### config.mk
export PLATFORM = sky130hd
export DESIGN_NAME = pipeline_stage_sequencer
export DESIGN_NICKNAME = d
export VERILOG_FILES = /design/src/rtl/pipeline_stage_sequencer.sv
export SDC_FILE = /design/constraint.sdc
export NUM_CORES = 1
export LEC_CHECK = 0
export CORE_UTILIZATION = 30
export DETAILED_ROUTE_END_ITERATION = 10
export PLACE_DENSITY = 0.75
export SETUP_SLACK_MARGIN = 0.05
export SLEW_MARGIN = 15
export SYNTH_ARGS = -nofsm -noshare
export SYNTH_HDL_FRONTEND = slang
export SYNTH_SLANG_ARGS = --single-unit
### constraint.sdc
create_clock -name Clk -period 1.4 [get_ports Clk]
set_input_delay 0.21 -clock Clk [delete_from_list [all_inputs] [get_ports Clk]]
set_output_delay 0.21 -clock Clk [all_outputs]
set_load 0.02 [all_outputs]
### src/rtl/pipeline_stage_sequencer.sv
// Single-clock enable sequencer for the five MIPS pipeline stages: fill/drain, load-use stalls,
// and interrupt entry/return (compiled in only when SEQ_IRQ_EN is defined).
module pipeline_stage_sequencer #(
    parameter int unsigned LOAD_STALL_CYCLES = 1,
    parameter logic [7:0]  IRQ_VECTOR        = 8'hF0,
    parameter logic [4:0]  OP_RETI           = 5'b11111
) (
    input  logic        Clk,
    input  logic        Rst_n,
    input  logic        Run,
    input  logic [19:0] Ins,
    input  logic        Load_ex,
    input  logic [4:0]  Rw_ex,
    input  logic [7:0]  Current_address,
    input  logic        Interrupt,
    output logic [4:0]  En_stage,
    output logic        Flush_id,
    output logic        Pc_load,
    output logic [7:0]  Pc_target,
    output logic [7:0]  Epc,
    output logic        Irq_ack,
    output logic [2:0]  State
);

    typedef enum logic [2:0] {
        StIdle  = 3'd0,
        StFill  = 3'd1,
        StRun   = 3'd2,
        StStall = 3'd3,
        StIrq   = 3'd4,
        StDrain = 3'd5
    } state_t;

    localparam logic [1:0] StallInit = 2'(LOAD_STALL_CYCLES - 1);

    state_t     state_q, state_d;
    logic [4:0] en_q, en_d;
    logic       flush_q, flush_d;
    logic [1:0] cnt_q, cnt_d;
    logic       hazard;
    logic       irq_req, reti_req;
    logic       take_irq, do_reti, drain_entry;
    logic       unused_ins;

    assign hazard = Load_ex && (Rw_ex != 5'd0) && ((Ins[9:5] == Rw_ex) || (Ins[4:0] == Rw_ex));
    assign unused_ins = ^Ins[14:10];

    always_comb begin
        state_d     = state_q;
        en_d        = en_q;
        flush_d     = 1'b0;
        cnt_d       = cnt_q;
        take_irq    = 1'b0;
        do_reti     = 1'b0;
        drain_entry = 1'b0;
        case (state_q)
            StIdle: begin
                if (Run) begin
                    state_d = StFill;
                    en_d    = 5'b00001;
                end
            end
            StFill: begin
                en_d = {en_q[3:0], 1'b1};
                if (en_d == 5'b11111) state_d = StRun;
            end
            StRun: begin
                en_d = 5'b11111;
                if (!Run) begin
                    state_d     = StDrain;
                    en_d        = 5'b11110;
                    drain_entry = 1'b1;
                end else if (hazard) begin
                    state_d = StStall;
                    en_d    = 5'b11100;
                    flush_d = 1'b1;
                    cnt_d   = StallInit;
                end else if (irq_req) begin
                    state_d  = StIrq;
                    flush_d  = 1'b1;
                    take_irq = 1'b1;
                end else if (reti_req) begin
                    flush_d = 1'b1;
                    do_reti = 1'b1;
                end
            end
            StStall: begin
                if (cnt_q == 2'd0) begin
                    state_d = StRun;
                    en_d    = 5'b11111;
                end else begin
                    cnt_d   = cnt_q - 2'd1;
                    flush_d = 1'b1;
                end
            end
            StIrq: begin
                state_d = StRun;
            end
            StDrain: begin
                en_d = {en_q[3:0], 1'b0};
                if (en_d == 5'b00000) state_d = StIdle;
            end
            default: begin
                state_d = StIdle;
                en_d    = 5'b00000;
            end
        endcase
    end

    always_ff @(posedge Clk or negedge Rst_n) begin
        if (!Rst_n) begin
            state_q <= StIdle;
            en_q    <= 5'b00000;
            flush_q <= 1'b0;
            cnt_q   <= 2'd0;
        end else begin
            state_q <= state_d;
            en_q    <= en_d;
            flush_q <= flush_d;
            cnt_q   <= cnt_d;
        end
    end

`ifdef SEQ_IRQ_EN
    logic       sync1_q, sync2_q, sync3_q;
    logic       pending_q, pending_d;
    logic       mask_q, mask_d;
    logic       irq_edge;
    logic [7:0] epc_q, pc_target_q;
    logic       pc_load_q, irq_ack_q;

    assign irq_edge = sync2_q & ~sync3_q;
    // A fresh edge may be taken in the same cycle it is detected, before it reaches pending.
    assign irq_req  = (pending_q | irq_edge) & ~mask_q;
    assign reti_req = (Ins[19:15] == OP_RETI) & mask_q;

    always_comb begin
        pending_d = (pending_q | (irq_edge & ~mask_q)) & ~take_irq & ~drain_entry;
        mask_d    = mask_q;
        if (take_irq) mask_d = 1'b1;
        else if (do_reti) mask_d = 1'b0;
    end

    always_ff @(posedge Clk or negedge Rst_n) begin
        if (!Rst_n) begin
            sync1_q     <= 1'b0;
            sync2_q     <= 1'b0;
            sync3_q     <= 1'b0;
            pending_q   <= 1'b0;
            mask_q      <= 1'b0;
            epc_q       <= 8'h00;
            pc_target_q <= 8'h00;
            pc_load_q   <= 1'b0;
            irq_ack_q   <= 1'b0;
        end else begin
            sync1_q     <= Interrupt;
            sync2_q     <= sync1_q;
            sync3_q     <= sync2_q;
            pending_q   <= pending_d;
            mask_q      <= mask_d;
            if (take_irq) epc_q <= Current_address;
            pc_target_q <= take_irq ? IRQ_VECTOR : (do_reti ? epc_q : 8'h00);
            pc_load_q   <= take_irq | do_reti;
            irq_ack_q   <= take_irq;
        end
    end

    assign Epc       = epc_q;
    assign Pc_target = pc_target_q;
    assign Pc_load   = pc_load_q;
    assign Irq_ack   = irq_ack_q;
`else
    logic unused_irq;

    assign irq_req    = 1'b0;
    assign reti_req   = 1'b0;
    assign unused_irq = ^{Interrupt, Current_address, Ins[19:15], take_irq, do_reti, drain_entry};
    assign Epc        = 8'h00;
    assign Pc_target  = 8'h00;
    assign Pc_load    = 1'b0;
    assign Irq_ack    = 1'b0;
`endif

    assign En_stage = en_q;
    assign Flush_id = flush_q;
    assign State    = state_q;

endmodule

==> results.toml <==
[sta]
fin_worst_skew_ns = 0.00115
setup_viol = 0
period_minus_slack_ns = 1.34
worst_slack_ns = 0.0630
fmaxAchievable_ghz = 0.748
fin_crit_sh_pct = 95.5
finalHoldViolCount = 0
tns_ns = 0
rsz0062_at_grt = "yes"
finalMaxSlewViolations = 0

[logic_synthesis]
synthAdderAreaFrac_pct = 1.43
ys_seq_area_share_pct = 31.5
yosys.area.top_type = "dfrtp_1"
synth_commonest_cells = "buf_4, dfrtp_1, nor2_1"
yosys.area.top_type_share_pct = 31.5
syn_inst = 108
ys_ff_latch = 11
ys_warn_count = 0
synth_flop_cell = "dfrtp_1"
yosysMostFrequentCell = "buf_4"
netlist_area_sq_um = 875
synth_compound_area_share_pct = 20.5
synth-xor-area-share_pct = 10.0
synthArstFlopShare_pct = 100
yosys.area_share.simple_pct = 17.6
synth_area_leaders = "dfrtp_1, buf_4, xnor2_1"
synth_edf_count = 0
avgSynthCellArea_sq_um = 8.10
synth_top_family_by_area = "compound AO/OA/AOI/OAI gates"
synth.distinct_cells = 32
synthMuxAreaShare_pct = 0

[pwr]
power.density_nw_per_um2 = 1930
p_leak_nw = 0.606
vdd_drop_max_uv = 855

[clocking]
postCtsHoldBufs = 0
tritoncts = "yes"
clock_tree.buffer_depth = 2
cts_root_buf = "clkbuf_4"
h-tree-depth = 1
cts_made_buffers = 3
path_clk_slew_ns = 0.07
clock_latency_ns = 0.28
cts_sinks = 11

[die]
io_pins = 65
die_w_microns = 56.0
dieArea_sq_um = 3140
rows = 19
core_sq_um = 2760
start_util_pct = 31.7
die_height_microns = 56.0

[worst_setup_path]
cp_num_buf_inv = 1
start_kind = "register"
r2r_cells = 6
path_delay_family = "simple AND/OR/NAND/NOR gates"
cp_cell_sequence = "inv_2 -> ha_4 -> nand2b_4 -> or3_4 -> nand2_1 -> o22ai_1"
r2r_setup_slack_ns = 0.06
slowest_stage = "dfrtp_1"
r2r-end = "cnt_q[1]"
end_kind = "register"
required_ns = 1.57
worst-path-max-fanout = 4
critPathMaxStageDelay_ns = 0.37
worstSetupPathType = "reg2reg"
r2r_start = "cnt_q[1]"
arrival_ns = 1.51

[place]
dp_cells = 180
globalplace.congestion = 0.915
hpwl_mm = 1.71
place_area_sq_um = 1240
port_buffers = 27
place_ws_ns = -0.355

[flow_run]
maxCapViolations = 0

[global_route]
first_global_vias = 857
gr-total-overflow = 0
grt_max_degree = 12
antenna_found_initial = 0
grt_first_pass_wirelength_mm = 3.65
grt_usage_pct = 15.0

[detailed_routing]
wl_mm = 2.24
ant_nets = 0
vias = 878
firstDrtPassIters = 4
wl_per_cell_microns = 12.0
drt_iter0_drc = 22
route.detailed.drc = 0
avgViaCountPerCell = 4.70

[layout]
areaGrowthSynthToFinish_pct = 51.9
utilization_pct = 48.2
drive_gt1_share_pct = 26.3
n_antenna_cell = 0
final_cells = 187
design_area_sq_um = 1330
finalNetCount = 196

[run_status]
outcome = "complete, no violations"

[hold_path]
hold_path_class = "in2async"
[power by group]
part / switching, mW / internal [mW]
sequential: 0.187 / 0.490
clock: 0.124 / 0.111
combinational: 0.851 / 0.797
total: 1.16 / 1.40
[per-stage QoR]
| stage | power (mW) | hold WS, ns |
|---|---|---|
| 4_1_cts | 2.51 | 0.220 |
| 3_5_place_dp | 2.21 | 0.521 |
| 2_1_floorplan | 1.55 | -0.0856 |
| 6_report | 2.56 | 0.213 |
| 3_3_place_gp | 2.16 | 0.512 |
| 5_1_grt | 2.77 | 0.247 |
[worst max-delay path by stage]
stage | to | depth (start not counted) | startpoint | slack, ns
3_5_place_dp | En_stage[1] | 5 | Rw_ex[1] | -0.35
6_report | cnt_q[1] | 6 | cnt_q[1] | 0.06
3_3_place_gp | En_stage[1] | 5 | Rw_ex[1] | -0.34
2_1_floorplan | cnt_q[1] | 6 | cnt_q[0] | 0.07
5_1_grt | cnt_q[1] | 6 | cnt_q[1] | -0.02
4_1_cts | cnt_q[0] | 6 | Rw_ex[0] | 0.05
[cell type report]
class	instances	area (sq um)
clock buffers	4	26.3
repair buffers	47	408
flip-flops and latches	11	279
well taps	31	38.8
multi-input cells	89	558
inverters	5	18.8
fillers	296	1430
[repair_timing]
item,in CTS,in global routing
gates resized for setup,24,5
pin swaps,2,3
endpoints found under the setup margin,18,10
setup buffers,2,1
[state kept, by name, summed over array words and instances (netlist names)]
signal and count:
En_stage 5, Flush_id 1, State 3, cnt_q 2
[cells by family after synthesis]
family,after synthesis
AOI/OAI and AO/OA,27
other,1
and+or+nand+nor,33
xor gates and xnor gates,10
adders and majority gates,1
buffers and inverters,25
DFF,11
[placed cells by master, fill, tap and decap left out, drive strengths merged, types with 2 or more instances in the layout]
| cell | count |
|---|---|
| dfrtp | 11 |
| nand2 | 10 |
| buf | 20 |
| clkdlybuf4s50 | 13 |
| o21ai | 7 |
| dlygate4sd2 | 12 |
| nand3 | 3 |
| conb | 18 |
| a21oi | 9 |
| nand2b | 3 |
| o22ai | 3 |
| clkbuf | 4 |
| xnor2 | 10 |
| nor2 | 11 |
| o221ai | 2 |
| inv | 5 |
[layer usage]
| metal | part of all wire, % | global-route usage (%) |
|---|---|---|
| met1 | 38 | 16.0 |
| met4 | 2.5 | 8.36 |
| met3 | 4.8 | 1.86 |
| met2 | 55 | 28.2 |
| met5 | 0 | 0 |
[worst reg2reg max path, delay by kind of cell, from the launching register on]
family          cells  cell delay (ns)
buf+inv             1             0.05
simple gates        3             0.60
flops               1             0.37
compound gates      1             0.05
fa+ha+maj           1             0.16
No activity file was read; power rests on OpenSTA's default activity.
